## src/rtl/mem_access_pkg.sv

```systemverilog
// Shared definitions for the M-stage memory access path: op encodings,
// exception codes, FSM state encoding and small decode helpers.
package mem_access_pkg;

  localparam logic [3:0] OP_NONE = 4'd0;
  localparam logic [3:0] OP_LW   = 4'd1;
  localparam logic [3:0] OP_LH   = 4'd2;
  localparam logic [3:0] OP_LHU  = 4'd3;
  localparam logic [3:0] OP_LB   = 4'd4;
  localparam logic [3:0] OP_LBU  = 4'd5;
  localparam logic [3:0] OP_SW   = 4'd6;
  localparam logic [3:0] OP_SH   = 4'd7;
  localparam logic [3:0] OP_SB   = 4'd8;

  localparam logic [4:0] EXC_NONE = 5'd0;
  localparam logic [4:0] EXC_ADEL = 5'd4;
  localparam logic [4:0] EXC_ADES = 5'd5;
  localparam logic [4:0] EXC_DBE  = 5'd7;

  typedef enum logic [1:0] {
    ST_IDLE = 2'd0,
    ST_REQ  = 2'd1,
    ST_DONE = 2'd2
  } state_e;

  // Codes 9..15 behave exactly like OP_NONE.
  function automatic logic is_mem_op(input logic [3:0] op);
    return (op >= OP_LW) && (op <= OP_SB);
  endfunction

  function automatic logic is_store(input logic [3:0] op);
    return (op == OP_SW) || (op == OP_SH) || (op == OP_SB);
  endfunction

  // Byte accesses can never be misaligned.
  function automatic logic is_aligned(input logic [3:0] op, input logic [1:0] lo);
    logic ok;
    ok = 1'b1;
    case (op)
      OP_LW, OP_SW:         ok = (lo == 2'b00);
      OP_LH, OP_LHU, OP_SH: ok = (lo[0] == 1'b0);
      default:              ok = 1'b1;
    endcase
    return ok;
  endfunction

  function automatic logic [3:0] store_be(input logic [3:0] op, input logic [1:0] lo);
    logic [3:0] be;
    case (op)
      OP_SW:   be = 4'b1111;
      OP_SH:   be = 4'b0011 << lo;
      OP_SB:   be = 4'b0001 << lo;
      default: be = 4'b1111;
    endcase
    return be;
  endfunction

  // Replicate narrow store data across all lanes so the byte enables alone
  // pick the target lane.
  function automatic logic [31:0] store_wdata(input logic [3:0] op, input logic [31:0] d);
    logic [31:0] w;
    case (op)
      OP_SH:   w = {2{d[15:0]}};
      OP_SB:   w = {4{d[7:0]}};
      default: w = d;
    endcase
    return w;
  endfunction

endpackage

```

## src/rtl/mem_access_load_ext.sv

```systemverilog
// Load lane selection and sign/zero extension of a captured bus word.
module load_ext
  import mem_access_pkg::*;
(
  input  logic [3:0]  op,
  input  logic [1:0]  addr_lo,
  input  logic [31:0] rdata,
  output logic [31:0] data
);

  logic [15:0] half;
  logic [7:0]  byte_v;

  // Little-endian lane pick, then extension chosen by the load flavour.
  always_comb begin
    half   = addr_lo[1] ? rdata[31:16] : rdata[15:0];
    byte_v = 8'h00;
    case (addr_lo)
      2'd0:    byte_v = rdata[7:0];
      2'd1:    byte_v = rdata[15:8];
      2'd2:    byte_v = rdata[23:16];
      default: byte_v = rdata[31:24];
    endcase
    case (op)
      OP_LW:   data = rdata;
      OP_LH:   data = {{16{half[15]}}, half};
      OP_LHU:  data = {16'h0000, half};
      OP_LB:   data = {{24{byte_v[7]}}, byte_v};
      OP_LBU:  data = {24'h000000, byte_v};
      default: data = 32'h0000_0000;
    endcase
  end

endmodule

```

## src/rtl/mem_access.sv

```systemverilog
// M-stage memory access controller: issues one bus transaction per load or
// store, stalls the pipe until it completes, and merges address/bus errors
// into the exception code.
//
// state | meaning
// IDLE  | no transaction; decode the M instruction, start or fault it
// REQ   | bus_req held high, waiting for bus_ack or timeout
// DONE  | one cycle presenting the extended result and registered exception
module mem_access
  import mem_access_pkg::*;
#(
  parameter int TIMEOUT = 255
)
(
  input  logic        clk,
  input  logic        reset,
  input  logic        clr,
  input  logic [31:0] ALU_OUT_M,
  input  logic [31:0] WRITE_DATA_M,
  input  logic [3:0]  MEM_OP_M,
  input  logic [4:0]  EXP_M,
  output logic [31:0] Real_MEM_OUT_M,
  output logic [4:0]  EXP_OUT_M,
  output logic        STALL_M,
  output logic        bus_req,
  output logic        bus_we,
  output logic [29:0] bus_addr,
  output logic [3:0]  bus_be,
  output logic [31:0] bus_wdata,
  input  logic [31:0] bus_rdata,
  input  logic        bus_ack
);

  localparam logic [7:0] CNT_LAST = 8'(TIMEOUT - 1);

  state_e      state_q, state_d;
  logic [7:0]  cnt_q, cnt_d;
  logic        kill_q, kill_d;
  logic [3:0]  op_q, op_d;
  logic [1:0]  lo_q, lo_d;
  logic [31:0] rdata_q, rdata_d;
  logic [4:0]  exc_q, exc_d;
  logic        bus_req_q, bus_req_d;
  logic        bus_we_q, bus_we_d;
  logic [29:0] bus_addr_q, bus_addr_d;
  logic [3:0]  bus_be_q, bus_be_d;
  logic [31:0] bus_wdata_q, bus_wdata_d;

  logic        candidate;
  logic        access;
  logic        misaligned;
  logic [31:0] ext_data;

  load_ext u_load_ext (
    .op      (op_q),
    .addr_lo (lo_q),
    .rdata   (rdata_q),
    .data    (ext_data)
  );

  // Decode the M instruction; reset gating keeps STALL_M low while held in reset.
  always_comb begin
    candidate  = (state_q == ST_IDLE) && is_mem_op(MEM_OP_M) &&
                 (EXP_M == EXC_NONE) && !clr;
    access     = reset && candidate && is_aligned(MEM_OP_M, ALU_OUT_M[1:0]);
    misaligned = candidate && !is_aligned(MEM_OP_M, ALU_OUT_M[1:0]);
  end

  // Next-state, timeout counter, kill flag and bus register updates.
  always_comb begin
    state_d     = state_q;
    cnt_d       = cnt_q;
    kill_d      = kill_q;
    op_d        = op_q;
    lo_d        = lo_q;
    rdata_d     = rdata_q;
    exc_d       = exc_q;
    bus_req_d   = bus_req_q;
    bus_we_d    = bus_we_q;
    bus_addr_d  = bus_addr_q;
    bus_be_d    = bus_be_q;
    bus_wdata_d = bus_wdata_q;
    case (state_q)
      ST_IDLE: begin
        if (access) begin
          state_d     = ST_REQ;
          cnt_d       = 8'd0;
          kill_d      = 1'b0;
          op_d        = MEM_OP_M;
          lo_d        = ALU_OUT_M[1:0];
          rdata_d     = 32'h0000_0000;
          exc_d       = EXC_NONE;
          bus_req_d   = 1'b1;
          bus_we_d    = is_store(MEM_OP_M);
          bus_addr_d  = ALU_OUT_M[31:2];
          bus_be_d    = store_be(MEM_OP_M, ALU_OUT_M[1:0]);
          bus_wdata_d = store_wdata(MEM_OP_M, WRITE_DATA_M);
        end
      end
      ST_REQ: begin
        if (bus_ack || (cnt_q == CNT_LAST)) begin
          // A flush seen in the completing cycle discards the result too.
          cnt_d     = 8'd0;
          bus_req_d = 1'b0;
          bus_we_d  = 1'b0;
          bus_be_d  = 4'b0000;
          rdata_d   = bus_ack ? bus_rdata : 32'h0000_0000;
          if (kill_q || clr) begin
            state_d = ST_IDLE;
            kill_d  = 1'b0;
          end else begin
            state_d = ST_DONE;
            exc_d   = bus_ack ? EXC_NONE : EXC_DBE;
          end
        end else begin
          cnt_d = cnt_q + 8'd1;
          if (clr) begin
            kill_d = 1'b1;
          end
        end
      end
      ST_DONE: begin
        state_d = ST_IDLE;
      end
      default: begin
        state_d = ST_IDLE;
      end
    endcase
  end

  // State and data registers; reset abandons any transaction in flight.
  always_ff @(posedge clk or negedge reset) begin
    if (!reset) begin
      state_q     <= ST_IDLE;
      cnt_q       <= 8'd0;
      kill_q      <= 1'b0;
      op_q        <= OP_NONE;
      lo_q        <= 2'b00;
      rdata_q     <= 32'h0000_0000;
      exc_q       <= EXC_NONE;
      bus_req_q   <= 1'b0;
      bus_we_q    <= 1'b0;
      bus_addr_q  <= 30'h0;
      bus_be_q    <= 4'b0000;
      bus_wdata_q <= 32'h0000_0000;
    end else begin
      state_q     <= state_d;
      cnt_q       <= cnt_d;
      kill_q      <= kill_d;
      op_q        <= op_d;
      lo_q        <= lo_d;
      rdata_q     <= rdata_d;
      exc_q       <= exc_d;
      bus_req_q   <= bus_req_d;
      bus_we_q    <= bus_we_d;
      bus_addr_q  <= bus_addr_d;
      bus_be_q    <= bus_be_d;
      bus_wdata_q <= bus_wdata_d;
    end
  end

  // Pipeline-facing outputs: stall, result and merged exception.
  always_comb begin
    STALL_M        = reset && (access || (state_q == ST_REQ));
    Real_MEM_OUT_M = 32'h0000_0000;
    EXP_OUT_M      = EXC_NONE;
    case (state_q)
      ST_IDLE: begin
        if (clr) begin
          EXP_OUT_M = EXC_NONE;
        end else if (misaligned) begin
          EXP_OUT_M = is_store(MEM_OP_M) ? EXC_ADES : EXC_ADEL;
        end else begin
          EXP_OUT_M = EXP_M;
        end
      end
      ST_DONE: begin
        if (!clr) begin
          Real_MEM_OUT_M = ext_data;
          EXP_OUT_M      = exc_q;
        end
      end
      default: begin
        EXP_OUT_M = EXC_NONE;
      end
    endcase
  end

  assign bus_req   = bus_req_q;
  assign bus_we    = bus_we_q;
  assign bus_addr  = bus_addr_q;
  assign bus_be    = bus_be_q;
  assign bus_wdata = bus_wdata_q;

endmodule

```

## config.mk

```make
export PLATFORM = sky130hd
export DESIGN_NAME = mem_access
export DESIGN_NICKNAME = d
export VERILOG_FILES = /design/src/rtl/mem_access_pkg.sv /design/src/rtl/mem_access_load_ext.sv /design/src/rtl/mem_access.sv
export SDC_FILE = /design/constraint.sdc
export NUM_CORES = 1
export LEC_CHECK = 0
export ABC_AREA = 1
export CORE_MARGIN = 3
export CORE_UTILIZATION = 31
export DETAILED_ROUTE_END_ITERATION = 7
export PLACE_DENSITY = 0.61
export SETUP_SLACK_MARGIN = 0.2
export SLEW_MARGIN = 40
export SYNTH_ARGS = -nofsm -noshare
export SYNTH_HDL_FRONTEND = slang
export SYNTH_SLANG_ARGS = --single-unit
export TNS_END_PERCENT = 30
```

## constraint.sdc

```tcl
create_clock -name clk -period 1.7 [get_ports clk]
set_input_delay 0.34 -clock clk [delete_from_list [all_inputs] [get_ports clk]]
set_output_delay 0.34 -clock clk [all_outputs]
set_load 0.005 [all_outputs]
```

# Word level (Yosys, flattened, before mapping)
# Index checks and enable logic that the tools add are counted.
totals:
  regBits: 122
  out_inout_bits: 106
  word_cells: 109
classes:
  n_addsub: 1
  magnitude_cmp: 2
  n_eq_ne: 21
  n_shift: 2
  muxes: 42
  n_bitwise: 1
  reduce_logical: 28
op_table:
  columns: ["operator", "count"]
  rows:
  - ["two-way mux 32 bit", 5]
  - ["case mux 32 bit (5 select lines)", 1]
  - ["case mux 32 bit (2 select lines)", 2]
  - ["two-way mux 5 bit", 6]
  - ["case mux 8 bit (3 select lines)", 1]
  - ["case mux 5 bit (2 select lines)", 2]
  - ["== test 4 x 2 -> 1 bit (second input constant)", 4]
  - ["== test 4 x 3 -> 1 bit (second input constant)", 4]
  - ["two-way mux 16 bit", 1]
  - ["two-way mux 8 bit", 2]
  - ["case mux 4 bit (2 select lines)", 2]
  - ["case mux 8 bit (2 select lines)", 1]
  - ["adder 8 x 1 -> 8 bit (second input constant)", 1]
  - ["== test 4 x 1 -> 1 bit (second input constant)", 2]
  - ["== test 8 bit (second input constant)", 1]
  - ["logical AND 1 bit", 8]
  - ["two-way mux 1 bit", 8]
  - ["two-way mux 4 bit", 2]
  - ["case mux 1 bit (2 select lines)", 4]
  - ["AND reduction 4 bit", 2]
  - ["logical NOT 2 bit", 3]
  - ["two-way mux 2 bit", 3]
  - ["inequality test 2 bit (second input constant)", 3]
  - ["inequality test 3 bit (second input constant)", 2]
  - ["18 further kinds", 27]

# Longest topological paths before layout
# Gate-level depths: netlist of the first run.
logic_depth:
  depth_word: 9
  ltp_mapped: 12

# Hierarchy
# A second synthesis of the first run with hierarchy kept.
hier_totals:
  hier_cells: 922
  area_unflattened_um2: 6601.3
modules_own_cells:
  columns: ["mod", "instances", "cells_per_inst", "area_per_inst_um2", "seq_area_each_um2"]
  rows:
  - ["mem_access", 1, 734, 5705.5, 2952.8]
  - ["load_ext", 1, 188, 895.9, 0.0]

# Least setup slack after synthesis of the first run
# Ideal clock, no wire load.
synth_path:
  path_type: "register to output"
  from: "register op_q[1]"
  to: "output Real_MEM_OUT_M[21]"
  t_arrival_ns: 1.465
  slack_ns: -0.105
  path_stages_with_launch: 8
  path_cell_list: "dfrtp_1 -> buf_2 -> nor2_1 -> o31ai_4 -> inv_2 -> buf_2 -> nand2_1 -> inv_1"
synth_between:
  elab_chain_len: 4
  word_cells_on_any_way: 8
  cone_classes: "eq/ne: 5; mux: 3"
synth_rtl:
  columns: ["item", "line", "rtl"]
  rows:
  - ["start: declaration", "mem_access.sv:39", "logic [3:0] op_q, op_d;"]
  - ["start signal: assignment", "mem_access.sv:150", "op_q <= op_d;"]
  - ["== test 4 x 3 -> 1 bit (tied with other cells)", "mem_access_load_ext.sv:24", "case (op)"]
  - ["case mux 32 bit (5 select lines) *", "mem_access_load_ext.sv:24", null]
  - ["two-way mux 32 bit *", "mem_access.sv:178", "if (!clr) begin"]
  - ["two-way mux 32 bit *", "mem_access.sv:167", "case (state_q)"]
  - ["end: declaration", "mem_access.sv:22", "output logic [31:0] Real_MEM_OUT_M,"]
# Every way passes the cells marked *; elsewhere a longest branch is shown, timed or not.

# Worst setup path in the final report of the first run
layout_path:
  from: "register lo_q[1]"
  to: "output Real_MEM_OUT_M[31]"
layout_between:
  elab_chain_len: 5
  word_cells_on_any_way: 8
  cone_classes: "eq/ne: 2; mux: 5; reduce/logical: 1"
layout_rtl:
  columns: ["item", "line", "rtl"]
  rows:
  - ["start: declaration", "mem_access.sv:40", "logic [1:0] lo_q, lo_d;"]
  - ["start signal: assignment", "mem_access.sv:151", "lo_q <= lo_d;"]
  - ["== test 2 bit (tied with other cells)", "mem_access_load_ext.sv:18", "case (addr_lo)"]
  - ["case mux 8 bit (3 select lines)", "mem_access_load_ext.sv:18", null]
  - ["case mux 32 bit (5 select lines) *", "mem_access_load_ext.sv:24", null]
  - ["two-way mux 32 bit *", "mem_access.sv:178", null]
  - ["two-way mux 32 bit *", "mem_access.sv:167", null]
# Marks and branches as above.

==> results of run 1 <==
stage by stage:
stage | cell area, µm² | setup TNS (ns) | cells
3_5_place_dp | 9530 | -96.00 | 1394
6_report | 11800 | -31.57 | 1494
2_1_floorplan | 6530 | 0 | 860
5_1_grt | 11800 | -40.79 | 1494
3_3_place_gp | 9530 | -93.79 | 1394
4_1_cts | 11500 | -27.68 | 1488
routing by layer:
| layer | part of all wire, % | vias up | wire [µm] |
|---|---|---|---|
| met4 | 2.0 | 2 | 496 |
| met1 | 40 | 3353 | 9820 |
| met2 | 50 | 278 | 12300 |
| met3 | 8.0 | 38 | 1970 |
| met5 | 0.053 | - | 13 |
| li1 | - | 3475 | - |
kinds of logic after synthesis:
kind of cell	share of synthesized area [%]
simple gates	26.3
flops	46.9
xor+xnor	0.417
buf+inv	11.5
fa+ha+maj	0.397
compound gates	14.4
repair_timing:
action / 4_1_cts / 5_1_grt
gates resized for setup: 483 / 87
setup buffers: 43 / 5
gates cloned: 18 / 0
hold buffers: 1 / 0
pin swaps: 54 / 30
endpoints found under the hold margin: 1 / 0
endpoints found under the setup margin: 222 / 155
worst max-delay path by stage:
stage,start,end,depth (start not counted)
finish,lo_q[1]$_DFFE_PN0P_,Real_MEM_OUT_M[31],9
global route,lo_q[1]$_DFFE_PN0P_,Real_MEM_OUT_M[6],7
CTS,op_q[3]$_DFFE_PN0P_,Real_MEM_OUT_M[23],11
detailed placement,MEM_OP_M[1],EXP_OUT_M[0],11
global placement,MEM_OP_M[1],EXP_OUT_M[0],9
floorplan,state_q[0]$_DFFE_PN0P_,STALL_M,10
report_power, final:
group	switching, µW	internal, µW
clock network	1330	2120
logic	953	1040
registers	210	3080
registers in the layout (all words and copies together) (netlist names):
signal / flops
bus_addr: 30
bus_be: 4
bus_req: 1
bus_wdata: 32
bus_we: 1
cnt_q: 8
exc_q: 1
kill_q: 1
lo_q: 2
op_q: 4
rdata_q: 32
state_q: 2
cells in the mapped netlist (all sizes together):
| master | count |
|---|---|
| nand2 | 278 |
| inv | 123 |
| dfrtp | 118 |
| o21ai | 104 |
| nand3 | 83 |
| nor2 | 34 |
| buf | 28 |
| a21oi | 21 |
| clkbuf | 19 |
| o22ai | 11 |
| nor3 | 10 |
| o221ai | 8 |
| a22oi | 7 |
| a31oi | 7 |
| xor2 | 3 |
| clkinv | 2 |
| ha | 2 |
| o31ai | 2 |
worst min-delay path: cells and delay by family:
kind	cells	cell delay, ns
buffers and inverters	3	0.84
final cells by class:
| cell class | instances | area, µm² | share of cell area [%] |
|---|---|---|---|
| Timing Repair Buffer | 383 | 3950 | 33.4 |
| Sequential cell | 118 | 2960 | 25.0 |
| Tap cell | 265 | 332 | 2.81 |
| Antenna cell | 1 | 2.50 | 0.0212 |
| Inverter | 125 | 489 | 4.14 |
| Clock buffer | 20 | 467 | 3.95 |
| Multi-Input combinational cell | 570 | 3510 | 29.8 |
| Clock inverter | 12 | 101 | 0.858 |
==> out/results.env, run 1 <==
STATIC-LEAKAGE-POWER_uW=0.00612
WORST_MIN_DELAY_PATH_CLASS='in2async'
FIN_UTIL_PCT=59.9
MOST_CROWDED_LAYER_GR='met2'
FINAL_COMMON_CELL='nand2_1'
CTS.CLK_SLEW.WORST_PATHS_NS=0.05
TIMING.FINAL.CRIT_PERIOD_NS=2.34
POST_SYNTH_INST_COUNT=860
SYNTH_SEQUENTIAL_AREA_RATIO_PCT=46.9
VIAS_PER_CELL=4.78
RUN_STATUS='complete, but fails checks'
CRIT-REG2REG-CAPTURE='bus_addr[7]$_DFFE_PN0P_'
NUM_VIAS=7146
DRIVE_GT1_SHARE_PCT=35.7
SHARE_OF_THE_CYCLE_NEEDED_BY_THE_CRITICAL_PATH_AFTER_ROUTING_PCT=138
WORST-R2R-SETUP-SLACK_NS=-0.21
AREA_DELTA_SYNTH_FINAL_PCT=87.6
GLOBAL_ROUTE.USAGE.TOTAL_PCT=22.2
TIGHTESTPINTRANSITION_NS=0.658
PATH_BUF_INV=5
FINAL-MAX-SLEW-VIOLATION-COUNT=0
FIRSTDRTPASSITERS=7
GLOBALROUTE.TOTALOVERFLOW=0
FINALWORSTSETUPSLACK_NS=-0.638
MAX-SLEW-MARGIN-REL_PCT=56.2
NUM_ROWS=51
ROUTE.ANTENNA.REMAINING_NETS=0
ANTENNA_FOUND_INITIAL=2
CLOCK-ROOT-BUFFER='clkbuf_16'
SETUP-VIOLATIONS-FINAL=148
DIE-AREA_MM2=0.0221
TIMING.CLOCK.SKEW_NS=0.00703
START_UTIL_PCT=31.9
FAILING_CHECKS='negative setup slack'
MAPPEDNETLISTNETS=971
ROUTABILITYCONGESTION=0.868
RSZ_0062_RAISED_AFTER_GLOBAL_ROUTING='true'
SETUP.WORST_PATH.CLASS='reg2out'
CP-END-KIND='output port'
P_TOTAL_uW=8740
SYNTH_WARNINGS=0
CELLPOWERDENSITY_mW_PER_MM2=740
CRITICAL_PATH_PEAK_FANOUT=6
HEIGHT_OF_THE_CHIP_UM=149
FINAL_NET_COUNT=1326
CRIT_TOP_CELL='buf_4'
MAX_STAGE_DELAY_NS=0.46
WORSTREGTOREGCELLS=13
FIRST_GLOBAL_VIAS=7396
GRT_UTIL_MET3_PCT=6.86
USE_MET2_PCT=37.8
MAX_CLOCK_FREQ_MHz=428
SKEW_PAIR_LATE_INSERTION_DELAY_NS=0.41
CRITPATHREQUIREDTIME_NS=1.36
FINALHOLDWORSTSLACK_NS=0.458
SYNTH.AREA.TOP_CELLS='dfrtp_1 (47%), nand2_1 (16%), o21ai_0 (7.5%)'
ROUTE.DETAILED.DRC=0
CTS_INSERTED_BUFFERS=17
GRT_START_MAX_NET_PINS=118
CAP_VIOL_MAX_COUNT=0
CORE_REGION_MM2=0.0197
COUNT_OF_INPUT_AND_OUTPUT_BUFFERS=214
NUMCLOCKSINKS=118
NETLIST_AREA_MM2=0.00629
DRT_FIRST_ITER_VIOLATIONS=370
FLIP_FLOP_AND_LATCH_COUNT_AFTER_SYNTHESIS=118
CLOCK_PATH_BUFFERS=2
NETLIST-CELL-TYPE-COUNT=28
GLOBALROUTEMET1UTIL_PCT=26.8
FLOORPLAN.IO_PINS=215
VDD.IR_DROP.WORST_mV=0.688
TIMING.FINAL.HOLD_VIOLATIONS=0
FIRST_PASS_GRT_WIRE_LENGTH_MM=39.0
DRT-TOTAL-WL_MM=24.6
HTREE_NUM_LEVELS=4
CP_SLOWEST_CELL='dfrtp_2'
POSTSYNTHAREAPERCELL_UM2=7.32
WORSTPATHCELLLIST='buf_4 -> buf_4 -> o21ai_4 -> nand2_4 -> buf_12 -> nand3_4 -> nand2_1 -> inv_1 -> clkdlybuf4s15_2'
PATH_DELAY_FAMILY='buffers and inverters'
YOSYS.AREA.TOP_TYPE='dfrtp_1'
WORSTSETUPSTARTPOINTTYPE='register'
LAYOUT_FILLERS=1692
LAYOUT.CELLS.MOST_COMMON_LIST='nand2_1 (207), dfrtp_1 (115), inv_1 (111)'
POST-SYNTH-TOP-AREA-FRACTION_PCT=46.9
CRITICAL_PATH_ARRIVAL_NS=2.00
CTS_TREE='yes'
RR_STARTPOINT='state_q[0]$_DFFE_PN0P_'
POST-PLACE-WS_NS=-0.811
WIRE_PER_INST_UM=16.5
DIE_WIDTH_UM=149
POST-DP-HPWL_MM=15.6
No activity file was read; power rests on OpenSTA's default activity.
==> run 2: changes to the inputs <==
CTS_BUF_LIST = sky130_fd_sc_hd__clkbuf_16   (was unset)
==> run 2 against run 1 <==
  * The flow still finishes with violations (negative setup slack)
  * Clock skew up 0.0040 ns
  * Utilization about the same
  * Clock power down 4%
  * Wire length up 0.81%
  * Register-to-register slack better by 0.03 ns
  * Setup slack better by 0.0036 ns
  * Sequential power about the same
  * Final cell count about the same
  * Total power down 1.4%
  * Critical path type unchanged
  * Critical endpoint unchanged
  * Largest cell class unchanged
==> out/results.env, run 2 (same netlist as run 1, synthesis figures left out) <==
RUN_STATUS='complete, but fails checks'  # unchanged
FAILING_CHECKS='negative setup slack'  # unchanged
DRT_FIRST_ITER_VIOLATIONS=336  # was 370
TIMING.FINAL.HOLD_VIOLATIONS=0  # unchanged
GLOBALROUTE.TOTALOVERFLOW=0  # unchanged
CORE_REGION_MM2=0.0197  # unchanged
FIRST_PASS_GRT_WIRE_LENGTH_MM=39.1  # was 39.0 mm
TIMING.FINAL.CRIT_PERIOD_NS=2.33  # was 2.34 ns
CRITPATHREQUIREDTIME_NS=1.36  # about the same
CRITICAL_PATH_PEAK_FANOUT=6  # unchanged
ROUTE.DETAILED.DRC=0  # unchanged
CLOCK-ROOT-BUFFER='clkbuf_16'  # unchanged
NUM_VIAS=7186  # was 7146
RSZ_0062_RAISED_AFTER_GLOBAL_ROUTING='true'  # unchanged
WORST-R2R-SETUP-SLACK_NS=-0.18  # was -0.21 ns
CTS_INSERTED_BUFFERS=17  # unchanged
DIE_WIDTH_UM=149  # unchanged
POST_DP_CELL_AREA_MM2=0.00953  # unchanged
CP_SLOWEST_CELL='dfrtp_2'  # unchanged
WORSTREGTOREGCELLS=13  # unchanged
FINALWORSTSETUPSLACK_NS=-0.634  # was -0.638 ns
SETUP-VIOLATIONS-FINAL=132  # was 148
CELLPOWERDENSITY_mW_PER_MM2=729  # was 740 mW/mm²
GLOBAL_ROUTE.USAGE.TOTAL_PCT=22.3  # was 22.2%
CTS.CLK_SLEW.WORST_PATHS_NS=0.05  # about the same
CP-END-KIND='output port'  # unchanged
SHARE_OF_THE_CYCLE_NEEDED_BY_THE_CRITICAL_PATH_AFTER_ROUTING_PCT=137  # was 138%
FIRSTDRTPASSITERS=6  # was 7
HEIGHT_OF_THE_CHIP_UM=149  # unchanged
FINAL_COMMON_CELL='nand2_1'  # unchanged
DIE-AREA_MM2=0.0221  # unchanged
FLOORPLAN.IO_PINS=215  # unchanged
MAX_CLOCK_FREQ_MHz=428  # about the same
DRIVE_GT1_SHARE_PCT=36.3  # was 35.7%
FINISH.INSTANCE_AREA_MM2=0.0118  # about the same
NUMCLOCKSINKS=118  # unchanged
CAP_VIOL_MAX_COUNT=0  # unchanged
SKEW_PAIR_LATE_INSERTION_DELAY_NS=0.42  # was 0.41 ns
GRT_START_MAX_NET_PINS=118  # unchanged
CRIT_TOP_CELL='buf_4'  # unchanged
HTREE_NUM_LEVELS=4  # unchanged
TIGHTESTPINTRANSITION_NS=0.684  # was 0.658 ns
WORSTPATHCELLLIST='buf_4 -> buf_4 -> o21ai_4 -> nand2_4 -> buf_12 -> nand3_4 -> nand2_1 -> inv_1 -> clkdlybuf4s15_2'  # unchanged
START_UTIL_PCT=31.9  # unchanged
SETUP.WORST_PATH.CLASS='reg2out'  # unchanged
VDD.IR_DROP.WORST_mV=0.687  # was 0.688 mV
MAX_STAGE_DELAY_NS=0.46  # about the same
STATIC-LEAKAGE-POWER_uW=0.00611  # was 0.00612 µW
POST-DP-HPWL_MM=15.6  # unchanged
CLOCK_PATH_BUFFERS=2  # unchanged
WORST_MIN_DELAY_PATH_CLASS='in2async'  # unchanged
WORSTSETUPSTARTPOINTTYPE='register'  # unchanged
FINAL-MAX-SLEW-VIOLATION-COUNT=0  # unchanged
TIMING.CLOCK.SKEW_NS=0.0110  # was 0.00703 ns
LAYOUT_FILLERS=1696  # was 1692
TOTALNEGATIVESETUPSLACK_NS=-29.45  # was -31.57 ns
MAX-SLEW-MARGIN-REL_PCT=54.4  # was 56.2%
VIAS_PER_CELL=4.81  # was 4.78
COUNT_OF_INPUT_AND_OUTPUT_BUFFERS=214  # unchanged
FINAL_NET_COUNT=1325  # was 1326
CTS_TREE='yes'  # unchanged
ROUTABILITYCONGESTION=0.868  # unchanged
FIRST_GLOBAL_VIAS=7400  # was 7396
ANTENNA_FOUND_INITIAL=2  # unchanged
ROUTE.ANTENNA.REMAINING_NETS=0  # unchanged
RR_STARTPOINT='state_q[0]$_DFFE_PN0P_'  # unchanged
WIRE_PER_INST_UM=16.6  # was 16.5 µm
NUM_ROWS=51  # unchanged
DRT-TOTAL-WL_MM=24.8  # was 24.6 mm
CRITICAL_PATH_ARRIVAL_NS=1.99  # was 2.00 ns
LAYOUT.CELLS.MOST_COMMON_LIST='nand2_1 (192), dfrtp_1 (115), inv_1 (111)'  # was nand2_1 (207), dfrtp_1 (115), inv_1 (111)
AREA_DELTA_SYNTH_FINAL_PCT=87.7  # was 87.6%
CRIT-REG2REG-CAPTURE='bus_addr[12]$_DFFE_PN0P_'  # was bus_addr[7]$_DFFE_PN0P_
-- run 2: cell types whose count changed in the layout (fill, tap and decap cells not counted), sizes merged --
cell	change
clkbuf	-3
clkinv	+3
buf	-1
-- run 2: how the worst max path moves through the flow --
stage	start	end	slack, ns	cells after the start
2_1_floorplan	state_q[0]$_DFFE_PN0P_	STALL_M	0.02	10
3_3_place_gp	MEM_OP_M[1]	EXP_OUT_M[0]	-0.80	9
3_5_place_dp	MEM_OP_M[1]	EXP_OUT_M[0]	-0.81	11
4_1_cts	op_q[3]$_DFFE_PN0P_	Real_MEM_OUT_M[23]	-0.64	11
5_1_grt	lo_q[1]$_DFFE_PN0P_	Real_MEM_OUT_M[6]	-0.72	7
6_report	lo_q[1]$_DFFE_PN0P_	Real_MEM_OUT_M[31]	-0.63	9
-- run 2: what timing repair did --
action,CTS,global route
buffers inserted,41,5
pin swaps,46,29
cloned,19,0
hold buffers,1,0
hold endpoints to repair,1,0
gates resized for setup,481,93
setup endpoints to repair,222,155
-- run 2: area by class of cell --
| type | instances | area (µm²) | area share [%] |
|---|---|---|---|
| timing repair buffer | 382 | 3950 | 33.4 |
| multi-input combinational | 570 | 3540 | 30.0 |
| sequential | 118 | 2960 | 25.0 |
| inverter | 125 | 493 | 4.17 |
| clock buffer | 17 | 425 | 3.60 |
| tap | 265 | 332 | 2.81 |
| clock inverter | 15 | 113 | 0.953 |
| antenna | 1 | 2.50 | 0.0212 |
-- run 2: where the power goes --
group          total, µW  leakage, µW  internal, µW  switching [µW]
sequential          3290      0.00148          3080             210
combinational       2000      0.00436          1040             960
clock               3320     0.000265          1980            1340
total               8620      0.00611          6110            2510
-- run 2: critical path: cells and delay by family, from the launching register on --
kind	cells	cell delay, ns
buffers and inverters	5	0.69
flip-flops	1	0.46
AND/OR/NAND/NOR	3	0.26
AO/OA/AOI/OAI	1	0.17
-- run 2: through the flow --
step / cells / hold slack, ns / power [µW] / setup WS, ns / util [%]
global placement: 1394 / 0.274 / 4940 / -0.798 / 48.3
detailed placement: 1394 / 0.282 / 4960 / -0.811 / 48.3
global route: 1493 / 0.455 / 9020 / -0.720 / 59.9
finish: 1493 / 0.458 / 8620 / -0.634 / 59.9
floorplan: 860 / 0.0444 / 3910 / 0.0170 / -
CTS: 1487 / 0.438 / 8500 / -0.641 / 58.1
-- run 2: per-layer routing --
metal  routed length, µm  track usage [%]  share of wire, %
met5                  13                0             0.052
met4                 750             8.31               3.0
met3                2040             6.92               8.2
met2               12200             37.6                49
met1                9820             26.7                40
